===== config.mk =====
export PLATFORM = sky130hd
export DESIGN_NAME = vx_wctl_issue_flat
export DESIGN_NICKNAME = d
export VERILOG_FILES = /design/src/rtl/vx_wctl_issue_pkg.sv /design/src/rtl/vx_wctl_issue_if.sv /design/src/rtl/vx_wctl_issue_encode.sv /design/src/rtl/vx_wctl_issue.sv /design/src/flat_wrapper.sv
export SDC_FILE = /design/constraint.sdc
export NUM_CORES = 1
export LEC_CHECK = 0
export BUFFER_PORTS_ARGS = -buffer_cell sky130_fd_sc_hd__buf_2
export CAP_MARGIN = 20
export CORE_ASPECT_RATIO = 0.5
export CORE_MARGIN = 1.5
export CORE_UTILIZATION = 58
export DETAILED_ROUTE_END_ITERATION = 6
export PLACE_DENSITY = 0.86
export SYNTH_ARGS = -nofsm -noshare
export SYNTH_HDL_FRONTEND = slang
export SYNTH_SLANG_ARGS = --single-unit

===== constraint.sdc =====
create_clock -name clk -period 10 [get_ports clk]
set_clock_uncertainty 0.2 [all_clocks]
set_input_delay 0.5 -clock clk [delete_from_list [all_inputs] [get_ports clk]]
set_output_delay 0.5 -clock clk [all_outputs]
set_load 0.03 [all_outputs]

===== src/rtl/vx_wctl_issue_pkg.sv =====
// Shared types for the warp-control issue block.
// Holds the core dimensions, the op and FSM enums, the warp-control
// payload struct and the count clamp used by WSPAWN and BAR.
package vx_wctl_issue_pkg;

    localparam int unsigned NUM_WARPS    = 4;
    localparam int unsigned NUM_THREADS  = 4;
    localparam int unsigned NUM_BARRIERS = 4;
    localparam int unsigned PC_BITS      = 30;
    localparam int unsigned NW_WIDTH     = (NUM_WARPS > 1) ? $clog2(NUM_WARPS) : 1;
    localparam int unsigned NB_WIDTH     = (NUM_BARRIERS > 1) ? $clog2(NUM_BARRIERS) : 1;
    // Wide enough to hold the value NUM_WARPS itself.
    localparam int unsigned CNT_WIDTH    = $clog2(NUM_WARPS + 1);

    typedef enum logic [1:0] {
        OP_TMC    = 2'd0,
        OP_WSPAWN = 2'd1,
        OP_BAR    = 2'd2,
        OP_RSVD   = 2'd3
    } op_e;

    typedef enum logic [1:0] {
        IDLE        = 2'd0,
        WAIT_SINGLE = 2'd1,
        SPAWN_PEND  = 2'd2,
        RSP_HOLD    = 2'd3
    } state_e;

    typedef struct packed {
        logic                   valid;
        logic [NUM_THREADS-1:0] mask;
    } tmc_t;

    typedef struct packed {
        logic                 valid;
        logic [NUM_WARPS-1:0] wmask;
        logic [PC_BITS-1:0]   pc;
    } wspawn_t;

    typedef struct packed {
        logic                valid;
        logic [NB_WIDTH-1:0] id;
        logic                is_global;
        logic [NW_WIDTH-1:0] size_m1;
    } bar_t;

    typedef struct packed {
        tmc_t    tmc;
        wspawn_t wspawn;
        bar_t    bar;
    } wctl_t;

    // Zero or out-of-range counts mean "all warps".
    function automatic logic [CNT_WIDTH-1:0] clamp_count(input logic [31:0] cnt);
        return ((cnt == 32'd0) || (cnt > 32'(NUM_WARPS))) ? CNT_WIDTH'(NUM_WARPS)
                                                          : CNT_WIDTH'(cnt);
    endfunction

endpackage


===== src/rtl/vx_wctl_issue_if.sv =====
// Warp-control issue bus: dispatch request, scheduler status,
// warp-control pulse and commit response.
// master: the issue block (drives req_ready, wctl_*, rsp_*, stall_err)
// slave : the dispatch/scheduler/commit side
interface vx_wctl_issue_if;
    import vx_wctl_issue_pkg::*;

    logic                   req_valid;
    logic                   req_ready;
    logic [NW_WIDTH-1:0]    req_wid;
    logic [1:0]             req_op;
    logic [31:0]            req_rs1;
    logic [31:0]            req_rs2;
    logic [NUM_WARPS-1:0]   active_warps;
    logic                   is_single_warp;
    logic                   wctl_valid;
    logic [NW_WIDTH-1:0]    wctl_wid;
    logic                   wctl_tmc_valid;
    logic [NUM_THREADS-1:0] wctl_tmc_mask;
    logic                   wctl_wspawn_valid;
    logic [NUM_WARPS-1:0]   wctl_wspawn_wmask;
    logic [PC_BITS-1:0]     wctl_wspawn_pc;
    logic                   wctl_bar_valid;
    logic [NB_WIDTH-1:0]    wctl_bar_id;
    logic                   wctl_bar_global;
    logic [NW_WIDTH-1:0]    wctl_bar_size_m1;
    logic                   rsp_valid;
    logic [NW_WIDTH-1:0]    rsp_wid;
    logic                   rsp_ready;
    logic                   stall_err;

    modport master (
        input  req_valid, req_wid, req_op, req_rs1, req_rs2,
        input  active_warps, is_single_warp, rsp_ready,
        output req_ready,
        output wctl_valid, wctl_wid, wctl_tmc_valid, wctl_tmc_mask,
        output wctl_wspawn_valid, wctl_wspawn_wmask, wctl_wspawn_pc,
        output wctl_bar_valid, wctl_bar_id, wctl_bar_global, wctl_bar_size_m1,
        output rsp_valid, rsp_wid, stall_err
    );

    modport slave (
        output req_valid, req_wid, req_op, req_rs1, req_rs2,
        output active_warps, is_single_warp, rsp_ready,
        input  req_ready,
        input  wctl_valid, wctl_wid, wctl_tmc_valid, wctl_tmc_mask,
        input  wctl_wspawn_valid, wctl_wspawn_wmask, wctl_wspawn_pc,
        input  wctl_bar_valid, wctl_bar_id, wctl_bar_global, wctl_bar_size_m1,
        input  rsp_valid, rsp_wid, stall_err
    );

endinterface


===== src/rtl/vx_wctl_issue_encode.sv =====
// Combinational formatter: op + operands -> warp-control payload.
// Ports: op, rs1, rs2 in; payload_c out (all-zero for the reserved op).
module vx_wctl_encode
    import vx_wctl_issue_pkg::*;
(
    input  op_e         op,
    input  logic [31:0] rs1,
    input  logic [31:0] rs2,
    output wctl_t       payload_c
);

    logic [CNT_WIDTH-1:0] spawn_cnt;
    logic [CNT_WIDTH-1:0] bar_cnt;

    assign spawn_cnt = clamp_count(rs1);
    assign bar_cnt   = clamp_count(rs2);

    always_comb begin
        payload_c = '0;
        case (op)
            OP_TMC: begin
                payload_c.tmc.valid = 1'b1;
                payload_c.tmc.mask  = rs1[NUM_THREADS-1:0];
            end
            OP_WSPAWN: begin
                payload_c.wspawn.valid = 1'b1;
                // Warp 0 is the spawner and is never restarted.
                for (int unsigned i = 1; i < NUM_WARPS; i++) begin
                    payload_c.wspawn.wmask[i] = (CNT_WIDTH'(i) < spawn_cnt);
                end
                payload_c.wspawn.pc = rs2[PC_BITS+1:2];
            end
            OP_BAR: begin
                payload_c.bar.valid     = 1'b1;
                payload_c.bar.id        = rs1[NB_WIDTH-1:0];
                payload_c.bar.is_global = rs1[31];
                payload_c.bar.size_m1   = NW_WIDTH'(bar_cnt - CNT_WIDTH'(1));
            end
            default: ;
        endcase
    end

endmodule


===== src/rtl/vx_wctl_issue.sv =====
// Warp-control issue master: accepts TMC/WSPAWN/BAR from dispatch,
// emits a one-cycle warp-control pulse plus a commit response, and
// holds off a wspawn until a single warp is active and the spawn shows
// up in active_warps.
// Ports: clk, reset (async, active-high), bus (master modport).
module vx_wctl_issue
    import vx_wctl_issue_pkg::*;
#(
    parameter int unsigned WAIT_LIMIT = 1024
) (
    input logic             clk,
    input logic             reset,
    vx_wctl_issue_if.master bus
);

    localparam int unsigned WC_WIDTH = $clog2(WAIT_LIMIT + 1);

    state_e               state_q, state_n;
    wctl_t                wctl_q, wctl_n;
    logic                 wctl_valid_q, wctl_valid_n;
    logic [NW_WIDTH-1:0]  wctl_wid_q, wctl_wid_n;
    logic                 rsp_valid_q, rsp_valid_n;
    logic [NW_WIDTH-1:0]  rsp_wid_q, rsp_wid_n;
    wctl_t                pend_q, pend_n;
    logic [NW_WIDTH-1:0]  pend_wid_q, pend_wid_n;
    logic [NUM_WARPS-1:0] snap_q, snap_n;
    logic                 spawn_pend_q, spawn_pend_n;
    logic [WC_WIDTH-1:0]  wait_cnt_q, wait_cnt_n, wait_inc;
    logic                 stall_q, stall_n;
    logic                 req_ready_c, accept, in_wait;
    op_e                  op_c;
    wctl_t                enc_c;

    assign op_c = op_e'(bus.req_op);

    vx_wctl_encode u_encode (
        .op        (op_c),
        .rs1       (bus.req_rs1),
        .rs2       (bus.req_rs2),
        .payload_c (enc_c)
    );

    // Next-state and output formatting.
    always_comb begin
        state_n      = state_q;
        wctl_n       = '0;
        wctl_valid_n = 1'b0;
        wctl_wid_n   = '0;
        rsp_valid_n  = rsp_valid_q && !bus.rsp_ready;
        rsp_wid_n    = rsp_wid_q;
        pend_n       = pend_q;
        pend_wid_n   = pend_wid_q;
        snap_n       = snap_q;
        spawn_pend_n = spawn_pend_q && (bus.active_warps == snap_q);
        wait_cnt_n   = '0;
        wait_inc     = (wait_cnt_q == WC_WIDTH'(WAIT_LIMIT)) ? wait_cnt_q
                                                             : wait_cnt_q + WC_WIDTH'(1);
        in_wait      = (state_q == WAIT_SINGLE) || (state_q == SPAWN_PEND);
        stall_n      = stall_q || (in_wait && (wait_inc == WC_WIDTH'(WAIT_LIMIT)));

        case (state_q)
            IDLE:     req_ready_c = !rsp_valid_q || bus.rsp_ready;
            RSP_HOLD: req_ready_c = bus.rsp_ready && !spawn_pend_n;
            default:  req_ready_c = 1'b0;
        endcase
        accept = bus.req_valid && req_ready_c;

        case (state_q)
            IDLE, RSP_HOLD: begin
                if (accept) begin
                    if ((op_c == OP_WSPAWN) && !bus.is_single_warp) begin
                        // Park the formatted spawn until one warp remains.
                        pend_n     = enc_c;
                        pend_wid_n = bus.req_wid;
                        state_n    = WAIT_SINGLE;
                    end else begin
                        wctl_valid_n = (op_c != OP_RSVD);
                        wctl_n       = enc_c;
                        wctl_wid_n   = (op_c != OP_RSVD) ? bus.req_wid : '0;
                        rsp_valid_n  = 1'b1;
                        rsp_wid_n    = bus.req_wid;
                        if (op_c == OP_WSPAWN) begin
                            snap_n       = bus.active_warps;
                            spawn_pend_n = 1'b1;
                            state_n      = SPAWN_PEND;
                        end else begin
                            state_n = IDLE;
                        end
                    end
                end else if (rsp_valid_n) begin
                    state_n = RSP_HOLD;
                end else if (spawn_pend_n) begin
                    state_n = SPAWN_PEND;
                end else begin
                    state_n = IDLE;
                end
            end
            WAIT_SINGLE: begin
                wait_cnt_n = wait_inc;
                if (bus.is_single_warp) begin
                    wctl_valid_n = 1'b1;
                    wctl_n       = pend_q;
                    wctl_wid_n   = pend_wid_q;
                    rsp_valid_n  = 1'b1;
                    rsp_wid_n    = pend_wid_q;
                    snap_n       = bus.active_warps;
                    spawn_pend_n = 1'b1;
                    wait_cnt_n   = '0;
                    state_n      = SPAWN_PEND;
                end
            end
            SPAWN_PEND: begin
                wait_cnt_n = wait_inc;
                if (rsp_valid_n) begin
                    wait_cnt_n = '0;
                    state_n    = RSP_HOLD;
                end else if (!spawn_pend_n) begin
                    wait_cnt_n = '0;
                    state_n    = IDLE;
                end
            end
            default: state_n = IDLE;
        endcase
    end

    // State and output registers.
    always_ff @(posedge clk or posedge reset) begin
        if (reset) begin
            state_q      <= IDLE;
            wctl_q       <= '0;
            wctl_valid_q <= 1'b0;
            wctl_wid_q   <= '0;
            rsp_valid_q  <= 1'b0;
            rsp_wid_q    <= '0;
            pend_q       <= '0;
            pend_wid_q   <= '0;
            snap_q       <= '0;
            spawn_pend_q <= 1'b0;
            wait_cnt_q   <= '0;
            stall_q      <= 1'b0;
        end else begin
            state_q      <= state_n;
            wctl_q       <= wctl_n;
            wctl_valid_q <= wctl_valid_n;
            wctl_wid_q   <= wctl_wid_n;
            rsp_valid_q  <= rsp_valid_n;
            rsp_wid_q    <= rsp_wid_n;
            pend_q       <= pend_n;
            pend_wid_q   <= pend_wid_n;
            snap_q       <= snap_n;
            spawn_pend_q <= spawn_pend_n;
            wait_cnt_q   <= wait_cnt_n;
            stall_q      <= stall_n;
        end
    end

    // req_ready is forced low during reset so every output reads zero.
    assign bus.req_ready         = req_ready_c && !reset;
    assign bus.wctl_valid        = wctl_valid_q;
    assign bus.wctl_wid          = wctl_wid_q;
    assign bus.wctl_tmc_valid    = wctl_q.tmc.valid;
    assign bus.wctl_tmc_mask     = wctl_q.tmc.mask;
    assign bus.wctl_wspawn_valid = wctl_q.wspawn.valid;
    assign bus.wctl_wspawn_wmask = wctl_q.wspawn.wmask;
    assign bus.wctl_wspawn_pc    = wctl_q.wspawn.pc;
    assign bus.wctl_bar_valid    = wctl_q.bar.valid;
    assign bus.wctl_bar_id       = wctl_q.bar.id;
    assign bus.wctl_bar_global   = wctl_q.bar.is_global;
    assign bus.wctl_bar_size_m1  = wctl_q.bar.size_m1;
    assign bus.rsp_valid         = rsp_valid_q;
    assign bus.rsp_wid           = rsp_wid_q;
    assign bus.stall_err         = stall_q;

endmodule


===== src/flat_wrapper.sv =====
// flat-port wrapper written by rule: the top's interface ports become plain ports
module vx_wctl_issue_flat import vx_wctl_issue_pkg::*;
#(
    parameter int unsigned WAIT_LIMIT = 1024
)
  (clk, reset, bus_req_valid, bus_req_wid, bus_req_op, bus_req_rs1, bus_req_rs2, bus_active_warps, bus_is_single_warp, bus_rsp_ready, bus_req_ready, bus_wctl_valid, bus_wctl_wid, bus_wctl_tmc_valid, bus_wctl_tmc_mask, bus_wctl_wspawn_valid, bus_wctl_wspawn_wmask, bus_wctl_wspawn_pc, bus_wctl_bar_valid, bus_wctl_bar_id, bus_wctl_bar_global, bus_wctl_bar_size_m1, bus_rsp_valid, bus_rsp_wid, bus_stall_err);
  vx_wctl_issue_if bus_i ();
  input logic clk;
  input logic reset;
  input wire logic [$bits(bus_i.req_valid)-1:0] bus_req_valid;
  input wire logic [$bits(bus_i.req_wid)-1:0] bus_req_wid;
  input wire logic [$bits(bus_i.req_op)-1:0] bus_req_op;
  input wire logic [$bits(bus_i.req_rs1)-1:0] bus_req_rs1;
  input wire logic [$bits(bus_i.req_rs2)-1:0] bus_req_rs2;
  input wire logic [$bits(bus_i.active_warps)-1:0] bus_active_warps;
  input wire logic [$bits(bus_i.is_single_warp)-1:0] bus_is_single_warp;
  input wire logic [$bits(bus_i.rsp_ready)-1:0] bus_rsp_ready;
  output wire logic [$bits(bus_i.req_ready)-1:0] bus_req_ready;
  output wire logic [$bits(bus_i.wctl_valid)-1:0] bus_wctl_valid;
  output wire logic [$bits(bus_i.wctl_wid)-1:0] bus_wctl_wid;
  output wire logic [$bits(bus_i.wctl_tmc_valid)-1:0] bus_wctl_tmc_valid;
  output wire logic [$bits(bus_i.wctl_tmc_mask)-1:0] bus_wctl_tmc_mask;
  output wire logic [$bits(bus_i.wctl_wspawn_valid)-1:0] bus_wctl_wspawn_valid;
  output wire logic [$bits(bus_i.wctl_wspawn_wmask)-1:0] bus_wctl_wspawn_wmask;
  output wire logic [$bits(bus_i.wctl_wspawn_pc)-1:0] bus_wctl_wspawn_pc;
  output wire logic [$bits(bus_i.wctl_bar_valid)-1:0] bus_wctl_bar_valid;
  output wire logic [$bits(bus_i.wctl_bar_id)-1:0] bus_wctl_bar_id;
  output wire logic [$bits(bus_i.wctl_bar_global)-1:0] bus_wctl_bar_global;
  output wire logic [$bits(bus_i.wctl_bar_size_m1)-1:0] bus_wctl_bar_size_m1;
  output wire logic [$bits(bus_i.rsp_valid)-1:0] bus_rsp_valid;
  output wire logic [$bits(bus_i.rsp_wid)-1:0] bus_rsp_wid;
  output wire logic [$bits(bus_i.stall_err)-1:0] bus_stall_err;
  assign bus_i.req_valid = bus_req_valid;
  assign bus_i.req_wid = bus_req_wid;
  assign bus_i.req_op = bus_req_op;
  assign bus_i.req_rs1 = bus_req_rs1;
  assign bus_i.req_rs2 = bus_req_rs2;
  assign bus_i.active_warps = bus_active_warps;
  assign bus_i.is_single_warp = bus_is_single_warp;
  assign bus_i.rsp_ready = bus_rsp_ready;
  assign bus_req_ready = bus_i.req_ready;
  assign bus_wctl_valid = bus_i.wctl_valid;
  assign bus_wctl_wid = bus_i.wctl_wid;
  assign bus_wctl_tmc_valid = bus_i.wctl_tmc_valid;
  assign bus_wctl_tmc_mask = bus_i.wctl_tmc_mask;
  assign bus_wctl_wspawn_valid = bus_i.wctl_wspawn_valid;
  assign bus_wctl_wspawn_wmask = bus_i.wctl_wspawn_wmask;
  assign bus_wctl_wspawn_pc = bus_i.wctl_wspawn_pc;
  assign bus_wctl_bar_valid = bus_i.wctl_bar_valid;
  assign bus_wctl_bar_id = bus_i.wctl_bar_id;
  assign bus_wctl_bar_global = bus_i.wctl_bar_global;
  assign bus_wctl_bar_size_m1 = bus_i.wctl_bar_size_m1;
  assign bus_rsp_valid = bus_i.rsp_valid;
  assign bus_rsp_wid = bus_i.rsp_wid;
  assign bus_stall_err = bus_i.stall_err;
  vx_wctl_issue #(.WAIT_LIMIT(WAIT_LIMIT)) u_core (.clk(clk), .reset(reset), .bus(bus_i));
endmodule

Word level (Yosys, flattened, before mapping)

Cells that the tools add are included.

Word-level logic and storage cells: 128
Flip-flop bits (word level): 118

Add/sub/neg operators: 2
Eq/ne operators: 14
Multiplexer cells: 52
Reduce and logical (&&, ||, !) cells: 27
Order comparisons: 5

Operators with widths:

| cell                                                                         | number |
|---|---|
| 46-bit two-way mux                                                           | 3 |
| 46-bit one-hot mux with 2 select lines                                       | 1 |
| 32-bit by 3-bit > comparator with 1-bit output (second input constant)       | 2 |
| 32-bit logical NOT                                                           | 2 |
| 11-bit two-way mux                                                           | 4 |
| 2-bit two-way mux                                                            | 16 |
| 30-bit two-way mux                                                           | 1 |
| 11-bit == test (second input constant)                                       | 2 |
| 11-bit one-hot mux with 2 select lines                                       | 1 |
| 4-bit two-way mux                                                            | 5 |
| 11-bit by 1-bit adder with 11-bit output (second input constant)             | 1 |
| 1-bit two-way mux                                                            | 10 |
| 1-bit one-hot mux with 2 select lines                                        | 4 |
| 2-bit one-hot mux with 2 select lines                                        | 2 |
| 4-bit one-hot mux with 2 select lines                                        | 1 |
| 1-bit logical AND                                                            | 7 |
| 2-bit == test (second input constant)                                        | 3 |
| 2-bit by 3-bit less-than comparator with 1-bit output (first input constant) | 2 |
| 6-bit two-way mux                                                            | 1 |
| 2-bit inequality test (second input constant)                                | 3 |
| 2-bit one-hot mux with 3 select lines                                        | 1 |
| 1-bit logical NOT                                                            | 5 |
| 1-bit logical OR                                                             | 5 |
| 5-bit two-way mux                                                            | 1 |
| other kinds (14)                                                             | 17 |

Longest topological paths before layout

Gate-level depths: netlist of the first run.

Depth after elaboration: 8
Gate-level depth with buffers: 9
Depth with buffers taken out: 8

By module

A second synthesis of the first run with hierarchy kept.

Cells, all modules: 458
Area total of the unflattened synthesis: 5591.6 um2

Modules (own cells, without submodules):

| module         | cells an instance | sequential area each (um2) | area an instance (um2) | instances |
|---|---|---|---|---|
| vx_wctl_issue  | 382               | 2977.9                     | 5111.2                 | 1 |
| vx_wctl_encode | 76                | 0.0                        | 480.5                  | 1 |

Worst setup path after synthesis of the first run

Ideal clock, no wire load.

Kind: input to output
From: input port bus_active_warps[0]
To: output port bus_req_ready
Slack: 7603 ps
Stages: 6
Data arrival time: 1697 ps
Data required time: 9300 ps
Cells stage by stage: xnor2_1 and2_4 nand2_1 a21o_1 a21oi_1 nor3_1

Cells in the longest elaborated chain, start to end: 6

RTL lines:

| what                                  | line                 | RTL |
|---|---|---|
| start: declaration                    | flat_wrapper.sv:15   | `input wire logic [$bits(bus_i.active_warps)-1:0] bus_active_warps;` |
| 4-bit == test                         | vx_wctl_issue.sv:54  | `spawn_pend_n = spawn_pend_q && (bus.active_warps == snap_q);` |
| 1-bit logical AND                     | vx_wctl_issue.sv:54  |  |
| 1-bit logical NOT                     | vx_wctl_issue.sv:63  | `RSP_HOLD: req_ready_c = bus.rsp_ready && !spawn_pend_n;` |
| 1-bit logical AND                     | vx_wctl_issue.sv:63  |  |
| 1-bit one-hot mux with 2 select lines | vx_wctl_issue.sv:61  | `case (state_q)` |
| 1-bit logical AND                     | vx_wctl_issue.sv:158 | `assign bus.req_ready = req_ready_c && !reset;` |
| end: declaration                      | flat_wrapper.sv:18   | `output wire logic [$bits(bus_i.req_ready)-1:0] bus_req_ready;` |

Every way passes these cells.

Worst setup path in the final report of the first run

From: register u_core.state_q[1]
To: register u_core.pend_q[6] in the netlist's numbering

Cells in the longest elaborated chain, start to end: 4

RTL lines:

| what                                                      | line                                     | RTL |
|---|---|---|
| start: declaration                                        | vx_wctl_issue.sv:18                      | `state_e state_q, state_n;` |
| start signal: assignment                                  | vx_wctl_issue.sv:142                     | `state_q <= state_n;` |
| 2-bit == test / 2-bit logical NOT (equally long branches) | vx_wctl_issue.sv:61, vx_wctl_issue.sv:68 |  |
| 1-bit one-hot mux with 2 select lines                     | vx_wctl_issue.sv:61                      |  |
| 1-bit logical AND                                         | vx_wctl_issue.sv:66                      | `accept = bus.req_valid && req_ready_c;` |
| 3-bit AND reduction (no line) (*)                         | -                                        |  |
| end signal: assignment                                    | vx_wctl_issue.sv:148                     | `pend_q <= pend_n;` |
| end: declaration                                          | vx_wctl_issue.sv:24                      | `wctl_t pend_q, pend_n;` |

Mark *: on every way between the ends. The rest lies on a longest branch, timed or not.
A chain may end at the register's enable or synchronous reset.

==> results of run 1 <==
per-layer routing:
metal | GRT usage (%) | wire length (µm) | vias to the layer above | share of wire, %
met5 | 0 | 0 | - | 0
li1 | - | - | 1847 | -
met4 | 12.04 | 198 | 0 | 1.7
met1 | 31.03 | 4969 | 2001 | 42
met2 | 44.83 | 6213 | 103 | 52
met3 | 6.500 | 482 | 19 | 4.1
state kept, by name (all words and copies together), names as in the netlist, 2 cells and up:
register,flops
u_core.bus.wctl_wspawn_wmask,3
u_core.bus.wctl_wspawn_pc,30
u_core.snap_q,4
u_core.bus.rsp_wid,2
u_core.pend_q,45
u_core.bus.wctl_bar_id,2
u_core.pend_wid_q,2
u_core.bus.wctl_bar_size_m1,2
u_core.wait_cnt_q,11
u_core.bus.wctl_wid,2
u_core.bus.wctl_tmc_mask,4
u_core.state_q,2
where the power goes:
| group | total [mW] | internal [mW] | switching (mW) |
|---|---|---|---|
| Sequential | 0.647 | 0.580 | 0.0671 |
| Clock | 0.561 | 0.365 | 0.196 |
| Combinational | 0.394 | 0.155 | 0.239 |
| Total | 1.60 | 1.10 | 0.502 |
final timing paths:
check / endpoint / from / cells after the start
max reg2reg: u_core.pend_q[6]$_DFFE_PP0P_ / u_core.state_q[1]$_DFFE_PP0P_ / 7
min: u_core.snap_q[1]$_DFFE_PP0P_ / bus_active_warps[1] / 2
min in group asynchronous: u_core.wait_cnt_q[2]$_DFF_PP0_ / reset / 3
min reg2reg: u_core.bus.stall_err$_DFF_PP0_ / u_core.bus.stall_err$_DFF_PP0_ / 2
max in group asynchronous: u_core.bus.wctl_wspawn_pc[2]$_DFF_PP0_ / reset / 4
max: u_core.pend_q[6]$_DFFE_PP0P_ / u_core.state_q[1]$_DFFE_PP0P_ / 7
synth_stat cells, types with 2 or more instances:
cell type	number
dfrtp_1	117
nor2_1	42
mux2_2	36
a22oi_2	30
nor2_2	28
nand2_1	27
nor4_1	15
a22oi_1	14
and2_1	14
clkbuf_1	13
inv_1	9
a21oi_1	8
nor3_1	8
xor2_1	8
ha_1	7
mux2_1	6
and3_1	5
o21ai_0	5
xnor2_1	5
buf_2	4
buf_4	4
buf_6	3
nand2b_1	3
nand3_1	3
nand4_1	3
a21o_1	2
nor2b_1	2
nor3_2	2
o211ai_1	2
o21a_1	2
through the flow:
stage	power, mW	instances	utilization (%)	cell area [µm²]
global placement	1.023	678	68.54	6051
global route	1.679	709	74.97	6619
detailed placement	1.043	678	68.54	6051
finish	1.602	709	74.97	6619
CTS	1.612	709	74.97	6619
floorplan	0.9367	454	-	5361
logic make-up (layout without fill, tap and decap cells):
logic type,count (synthesis),in the layout,synth area share (%)
fa+ha+maj,7,7,1.634
compound gates,77,77,13.44
mux,43,43,9.008
flops,117,117,54.61
other cells,1,1,0.06994
buf+inv,35,173,3.267
xor+xnor,13,13,2.124
simple gates,161,161,15.85
area by class of cell:
class                           instances  area (µm²)
Tap cell                              117       146.4
Clock buffer                           27       543.0
Timing Repair Buffer                  134       685.7
Inverter                                9       36.28
Multi-Input combinational cell        302        2265
Clock inverter                          3       15.01
Sequential cell                       117        2928
Fill cell                             613        2210
==> key figures, run 1 <==
Final layout
  • Antenna fix cells: 0
  • Most common cell after layout, fill and taps aside: buf_2
  • Most frequent cells in the layout: 129 x buf_2, 117 x dfrtp_1, 42 x nor2_1, 36 x mux2_2, 30 x a22oi_2
  • Share of layout cells above drive strength 1: 45.78%
  • P&R area growth vs syn: 23.45%
  • Nets: 665

Timing
  • Post-route setup slack: 7.030 ns
  • Final Critical Period: 2.970 ns
  • Peak Freq: 336.7 MHz
  • Final Setup Violations: 0
  • WHS: 0.1550 ns
  • TNS Setup: 0 ns
  • Slew Limit Fails: 0
  • Slew margin rel.: 29.56%
  • Worst-Margin Slew: 1.053 ns
  • RSZ-0062 raised after global routing: no
  • Final hold vios: 0
  • Period utilisation layout: 29.70%

Die
  • Die height: 70.99 µm
  • Number of core rows: 24
  • Die footprint: 0.009865 mm²
  • Ports: 131
  • Starting Density: 60.73%
  • Core footprint: 0.008828 mm²
  • Die Wd: 139.0 µm

Clock network
  • CTS clk-pin slew, worst paths: 0.05 ns
  • Root Driver: clkbuf_16
  • Htree depth: 4
  • Bufs on Longest Clock Path: 2
  • CTS tree: built
  • Resize count post-CTS: 0
  • Postcts setup bufs: 0
  • CTS Buf Count: 17
  • Hold-fix buffers at CTS: 1
  • Clk_lat worst skew: 0.40 ns
  • CTS sink count: 117

Placement
  • Dpl ws: 7.022 ns
  • Routability cong.: 0.8121
  • DPL Wire Length: 7631 µm
  • IO Port Bufs: 129

Synthesis
  • Top-area cell type share of the netlist area: 54.61%
  • Mapped Cells: 454
  • Post-Syn Nets: 538
  • Post-synthesis cell area: 0.005361 mm²
  • Avg Inst Size Synth: 11.81 µm²
  • Register area share after synthesis: 54.61%
  • Number of synthesized register bits: 117
  • Async SR Flop Fraction: 100.0%
  • Post-synth EDFFs: 0
  • Synth top area cells: dfrtp_1 55%, mux2_2 7.6%, a22oi_2 7.0%
  • Yosys Warn Count: 0
  • Yosys top cell by area: dfrtp_1
  • Yosys cell types: 57
  • Synth Flop Type: dfrtp_1

Global route
  • Initial antenna violation count: 0
  • Vias in the first global route: 4079
  • First-pass GRT wire length: 19810 µm
  • Global route overflow: 0
  • Overall global routing resource usage: 25.86%
  • Pin count of the biggest net entering global routing: 79

Pwr
  • PD cells: 242.1 mW/mm²
  • Worst IR drop on VDD: 143.5 µV
  • Leak: 3.211 nW

Worst hold path
  • Worst hold path class: in2reg

Worst setup path
  • Worst setup EP type: register
  • Worst endpoint required time: 10.08 ns
  • CP Launch Type: register
  • Crit path buffers/inverters: 1
  • Max incr delay on CP: 0.65 ns
  • Top delay family on crit path: simple AND/OR/NAND/NOR gates
  • Worst path cell trace: inv_1 > ha_1 > and2b_1 > o21ai_2 > a311oi_2 > nand2_2 > mux2_1
  • R2R Setup Slk: 7.03 ns
  • Crit path kind: reg2reg
  • Crit path DAT: 3.06 ns
  • Slowest cell on crit path: nand2_2
  • Worst-path fanout max: 50

Drt
  • Detail Route Antenna Nets: 0
  • Drt drc: 0
  • Avg WL per Cell: 16.73 µm
  • Via count: 3970
  • DR iter-0 viols: 323
  • Routed WL: 11860 µm
  • Detailed Routing Iterations Pass 1: 4
  • Post-DR vias/cell: 5.599

Run status
  • Status: complete, no violations

Flow run
  • Maximum capacitance violations: 0
Power figures use the tool's default switching activity.
==> inputs of run 2 (changes only) <==
--- a/config.mk
+++ b/config.mk
@@ -9,9 +9,9 @@
 export CAP_MARGIN = 20
 export CORE_ASPECT_RATIO = 0.5
 export CORE_MARGIN = 1.5
-export CORE_UTILIZATION = 58
+export CORE_UTILIZATION = 48
 export DETAILED_ROUTE_END_ITERATION = 6
-export PLACE_DENSITY = 0.86
+export PLACE_DENSITY = 0.76
 export SYNTH_ARGS = -nofsm -noshare
 export SYNTH_HDL_FRONTEND = slang
 export SYNTH_SLANG_ARGS = --single-unit
==> constraint.sdc (replaced) <==
create_clock -name clk -period 2.7 [get_ports clk]
set_clock_uncertainty 0.2 [all_clocks]
set_input_delay 0.135 -clock clk [delete_from_list [all_inputs] [get_ports clk]]
set_output_delay 0.135 -clock clk [all_outputs]
set_load 0.03 [all_outputs]
==> run 2 against run 1 <==
- sequential cell count stayed put
- non-clock buffer count is 62 higher
- hold slack worse by 0.11 ns
==> key figures, run 2 (synthesis gave the netlist of run 1 again) <==
Flow run
  • Maximum capacitance violations: 0

Worst setup path
  • Max incr delay on CP: 0.41 ns
  • Worst path cell trace: inv_1 > ha_1 > and2b_1 > o21ai_2 > a311oi_2 > nand2_1 > nand2_1 > mux2_2
  • Slowest cell on crit path: dfrtp_1
  • Worst-path fanout max: 4
  • Worst endpoint required time: 2.79 ns
  • Crit path kind: reg2reg
  • CP Launch Type: register
  • Worst setup EP type: register
  • Crit path top cell by count: nand2_1
  • Crit path DAT: 2.64 ns
  • Crit. Startpoint: u_core.state_q[0]$_DFFE_PP0P_
  • Worst reg2reg startpoint: u_core.state_q[0]$_DFFE_PP0P_

Global route
  • First-pass GRT wire length: 22330 µm
  • Global route overflow: 0
  • Overall global routing resource usage: 24.36%
  • Vias in the first global route: 4439
  • Pin count of the biggest net entering global routing: 75
  • Initial antenna violation count: 0

Die
  • Die footprint: 0.01185 mm²
  • Ports: 131
  • Die Wd: 152.5 µm
  • Starting Density: 48.98%
  • Die height: 77.73 µm
  • Core footprint: 0.01095 mm²
  • Number of core rows: 27

Drt
  • Detailed Routing Iterations Pass 1: 7
  • Post-DR vias/cell: 5.346
  • Detail Route Antenna Nets: 0
  • Via count: 4282
  • Avg WL per Cell: 17.11 µm
  • DR iter-0 viols: 225
  • Drt drc: 0
  • Routed WL: 13710 µm

Timing
  • Worst-Margin Slew: 0.5288 ns
  • Slew Limit Fails: 0
  • Final Setup Violations: 0
  • TNS Setup: 0 ns
  • Final hold vios: 0
  • Final Critical Period: 2.549 ns
  • RSZ-0062 raised after global routing: no
  • Peak Freq: 392.3 MHz
  • Slew margin rel.: 64.42%
  • Period utilisation layout: 94.42%

Clock network
  • CTS sink count: 117
  • CTS tree: built
  • Root Driver: clkbuf_16
  • CTS Buf Count: 17
  • Clk_lat worst skew: 0.41 ns
  • CTS clk-pin slew, worst paths: 0.06 ns
  • Htree depth: 4
  • Bufs on Longest Clock Path: 2

Pwr
  • Worst IR drop on VDD: 408.6 µV
  • Leak: 3.497 nW
  • PD cells: 844.6 mW/mm²

Final layout
  • Max reg flops: 45
  • Nets: 727
  • Fill cells: 781
  • Largest Register: u_core.pend_q
  • Most frequent cells in the layout: 129 x buf_2, 117 x dfrtp_1, 57 x dlygate4sd3_1, 41 x nor2_1, 36 x mux2_2
  • P&R area growth vs syn: 37.81%
  • Antenna fix cells: 0
  • Post-layout util: 67.50%
  • Most common cell after layout, fill and taps aside: buf_2
  • Share of layout cells above drive strength 1: 43.75%

Run status
  • Status: complete, no violations

Worst hold path
  • Worst hold path class: in2reg
  • Hold Path Origin: bus_req_rs1[16]

Placement
  • DPL Wire Length: 8066 µm
  • IO Port Bufs: 129
  • Routability cong.: 0.8293
-- run 2: timing repair --
item / 4_1_cts / 5_1_grt
setup endpoints to repair: 0 / 5
hold endpoints to repair: 204 / 0
buffers inserted: 0 / 3
hold buffers: 61 / 0
resized for setup: 0 / 6
-- run 2: path summary, 6_finish.rpt --
path	endpoint	cells after the start	slack, ns
setup reg to reg	u_core.snap_q[1]$_DFFE_PP0P_	8	0.15
min in group asynchronous	u_core.wait_cnt_q[8]$_DFF_PP0_	3	0.09
max in group asynchronous	u_core.pend_q[29]$_DFFE_PP0P_	4	1.49
setup / recovery	u_core.snap_q[1]$_DFFE_PP0P_	8	0.15
hold reg to reg	u_core.pend_q[40]$_DFFE_PP0P_	1	0.27
hold / removal	u_core.pend_q[37]$_DFFE_PP0P_	6	0.05
-- run 2: final cells by class --
cell class | count | area, µm² | area share (%)
clock inverter | 11 | 123.9 | 1.677
tap | 145 | 181.4 | 2.456
inverter | 9 | 37.54 | 0.5080
clock buffer | 21 | 480.5 | 6.503
multi-input combinational | 302 | 2296 | 31.08
timing repair buffer | 196 | 1341 | 18.15
sequential | 117 | 2928 | 39.63
-- run 2: worst max-delay path: cells and delay by family (launching register included) --
| kind | cells | cell delay, ns |
|---|---|---|
| AOI/OAI and AO/OA | 2 | 0.49 |
| adders and majority gates | 1 | 0.24 |
| buffers and inverters | 1 | 0.13 |
| DFF | 1 | 0.41 |
| muxes | 1 | 0.36 |
| and+or+nand+nor | 3 | 0.61 |
-- run 2: per-layer routing --
layer	vias up	global-route usage [%]	wire length, µm
met2	123	42.04	6879
met5	-	0	0
li1	1986	-	-
met1	2140	28.77	5914
met3	33	6.034	535
met4	0	12.21	378
-- run 2: through the flow --
stage | hold WS (ns) | total power, mW | worst slack, ns | instances | area [µm²]
floorplan | 0.06668 | 3.470 | 0.5070 | 454 | 5365
global placement | -0.03138 | 3.846 | 0.3188 | 709 | 6160
detailed placement | -0.01778 | 3.918 | 0.1748 | 709 | 6160
CTS | 0.01130 | 6.267 | 0.03516 | 802 | 7375
global route | 0.06557 | 6.548 | 0.01022 | 801 | 7388
finish | 0.04934 | 6.240 | 0.1506 | 801 | 7388
-- run 2: where the power goes --
| part | internal (mW) | total, mW | switching, mW |
|---|---|---|---|
| Sequential | 2.15 | 2.38 | 0.237 |
| Combinational | 0.650 | 1.59 | 0.945 |
| Clock | 1.46 | 2.26 | 0.805 |
| Total | 4.25 | 6.24 | 1.99 |
==> inputs of run 3 (changes only) <==
--- a/config.mk
+++ b/config.mk
@@ -9,9 +9,10 @@
 export CAP_MARGIN = 20
 export CORE_ASPECT_RATIO = 0.5
 export CORE_MARGIN = 1.5
-export CORE_UTILIZATION = 48
+export CORE_UTILIZATION = 50
+export CTS_BUF_LIST = sky130_fd_sc_hd__clkbuf_2 sky130_fd_sc_hd__clkbuf_4 sky130_fd_sc_hd__clkbuf_8
 export DETAILED_ROUTE_END_ITERATION = 6
-export PLACE_DENSITY = 0.76
+export PLACE_DENSITY = 0.78
 export SYNTH_ARGS = -nofsm -noshare
 export SYNTH_HDL_FRONTEND = slang
 export SYNTH_SLANG_ARGS = --single-unit
==> run 3 against run 2 <==
- die area shrank 3.9%
- clock power shrank 30%
- final cell count shrank 1.9%
- wire length shrank 7.0%
- sequential cell count is the same
- worst setup slack gained 0.028 ns
- largest cell class unchanged
- critical path depth is the same
- sequential power is essentially flat
- design area shrank 4.3%
- non-clock buffer count shrank 10
- first-iteration DRC count grew 6.7%
- largest power group unchanged
==> key figures, run 3 (synthesis gave the netlist of run 1 again) <==
Worst setup path
  • Crit path top cell by count: nand2_1
  • Worst path cell trace: inv_1 > ha_1 > and2b_1 > o21ai_2 > a311oi_2 > nand2_1 > nand2_1 > mux2_2
  • Crit path DAT: 2.63 ns
  • Crit path kind: reg2reg
  • Worst endpoint required time: 2.81 ns
  • Slowest cell on crit path: dfrtp_1
  • Worst-path fanout max: 4
  • CP Launch Type: register
  • Worst setup EP type: register
  • Max incr delay on CP: 0.41 ns

Timing
  • Worst-Margin Slew: 0.7070 ns
  • Final Setup Violations: 0
  • RSZ-0062 raised after global routing: no
  • Peak Freq: 396.7 MHz
  • TNS Setup: 0 ns
  • Slew Limit Fails: 0
  • Final Critical Period: 2.521 ns
  • Period utilisation layout: 93.37%
  • Final hold vios: 0
  • Slew margin rel.: 52.43%

Clock network
  • Bufs on Longest Clock Path: 2
  • Root Driver: clkbuf_8
  • CTS Buf Count: 17
  • CTS tree: built
  • CTS sink count: 117
  • Clk_lat worst skew: 0.43 ns
  • Htree depth: 4
  • CTS clk-pin slew, worst paths: 0.07 ns
  • Postcts setup bufs: 0

Die
  • Number of core rows: 26
  • Die footprint: 0.01139 mm²
  • Die height: 76.22 µm
  • Die Wd: 149.4 µm
  • Starting Density: 51.99%
  • Core footprint: 0.01031 mm²
  • Ports: 131

Global route
  • Vias in the first global route: 4298
  • Global route overflow: 0
  • Initial antenna violation count: 0
  • Pin count of the biggest net entering global routing: 118
  • Overall global routing resource usage: 24.27%
  • First-pass GRT wire length: 21170 µm

Flow run
  • Maximum capacitance violations: 0

Placement
  • Placed inst area: 0.006146 mm²
  • DPL Wire Length: 7869 µm
  • IO Port Bufs: 129
  • Routability cong.: 0.7940

Pwr
  • Leak: 3.364 nW
  • Worst IR drop on VDD: 396.8 µV
  • PD cells: 782.6 mW/mm²
  • Design Power: 5.531 mW

Final layout
  • Area occupied by multi-input gates: 0.002271 mm²
  • P&R area growth vs syn: 31.83%
  • Fill cells: 758
  • Antenna fix cells: 0
  • Most common cell after layout, fill and taps aside: buf_2
  • Largest Register: u_core.pend_q
  • Most frequent cells in the layout: 129 x buf_2, 117 x dfrtp_1, 51 x dlygate4sd3_1, 42 x nor2_1, 36 x mux2_2
  • Max reg flops: 45
  • Register area: 0.002928 mm²
  • Final Cell Area: 0.007068 mm²
  • Nets: 717
  • Share of layout cells above drive strength 1: 43.03%

Worst hold path
  • Worst hold path class: in2reg

Drt
  • DR iter-0 viols: 240
  • Detailed Routing Iterations Pass 1: 4
  • Via count: 4197
  • Detail Route Antenna Nets: 0
  • Post-DR vias/cell: 5.340
  • Drt drc: 0
  • Routed WL: 12740 µm
  • Avg WL per Cell: 16.21 µm

Run status
  • Status: complete, no violations
## run 3: cell types whose count changed in the layout (fill, tap and decap cells not counted), moves of 2 or more
| cell | previous run | this run |
|---|---|---|
| clkbuf_16 | 17 | 0 |
| clkinv_4 | 2 | 0 |
| clkbuf_8 | 4 | 24 |
| dlygate4sd3_1 | 57 | 51 |
| nor4_1 | 12 | 14 |
| nor4_2 | 3 | 1 |
| buf_4 | 6 | 2 |
## run 3: layout make-up
type / instances / area share, %
Sequential cell: 117 / 41.42
Clock buffer: 25 / 4.780
Timing Repair Buffer: 186 / 17.70
Clock inverter: 7 / 0.9559
Tap cell: 140 / 2.478
Inverter: 9 / 0.5311
Multi-Input combinational cell: 302 / 32.13
## run 3: timing repair
item	CTS	global route
hold buffers	53	0
hold endpoints to repair	206	0
setup endpoints to repair	0	3
resized for setup	0	1
## run 3: final timing paths
check / start / to / slack (ns) / depth (start not counted)
max in group asynchronous: reset / u_core.pend_q[21]$_DFFE_PP0P_ / 1.61 / 4
worst min-delay path: bus_rsp_ready / u_core.state_q[0]$_DFFE_PP0P_ / 0.03 / 4
worst min register to register: u_core.pend_q[2]$_DFFE_PP0P_ / u_core.pend_q[2]$_DFFE_PP0P_ / 0.28 / 1
worst max register to register: u_core.state_q[0]$_DFFE_PP0P_ / u_core.snap_q[0]$_DFFE_PP0P_ / 0.18 / 8
min in group asynchronous: reset / u_core.bus.rsp_valid$_DFF_PP0_ / 0.24 / 4
worst max-delay path: u_core.state_q[0]$_DFFE_PP0P_ / u_core.snap_q[0]$_DFFE_PP0P_ / 0.18 / 8
## run 3: critical path: cells and delay by family, from the launching register on
family	cells	cell delay (ns)
fa+ha+maj	1	0.23
simple gates	3	0.57
mux	1	0.37
compound gates	2	0.50
flops	1	0.41
buf+inv	1	0.13
## run 3: power breakdown
| part | leakage, nW | switching, mW | internal (mW) |
|---|---|---|---|
| Clock | 0.203 | 0.682 | 0.905 |
| Sequential | 1.55 | 0.241 | 2.15 |
| Combinational | 1.61 | 0.914 | 0.643 |
| Total | 3.36 | 1.84 | 3.69 |
## run 3: metal layers
layer	wire (µm)	up-vias	global-route usage, %	share of wire, %
li1	-	1946	-	-
met1	5326	2099	30.07	42
met2	6482	126	39.59	51
met3	599	26	5.689	4.7
met4	335	0	12.97	2.6
met5	0	-	0	0
## run 3: metrics by stage
stage	hold WS [ns]	util, %	std cells	setup WS [ns]
after floorplan	0.06668	-	454	0.5070
after global placement	0.1733	59.60	703	0.3694
after detailed placement	0.1775	59.60	703	0.2319
after CTS	0.003124	68.67	788	0.1620
after global routing	0.04689	68.54	786	0.03666
final	0.03480	68.54	786	0.1790
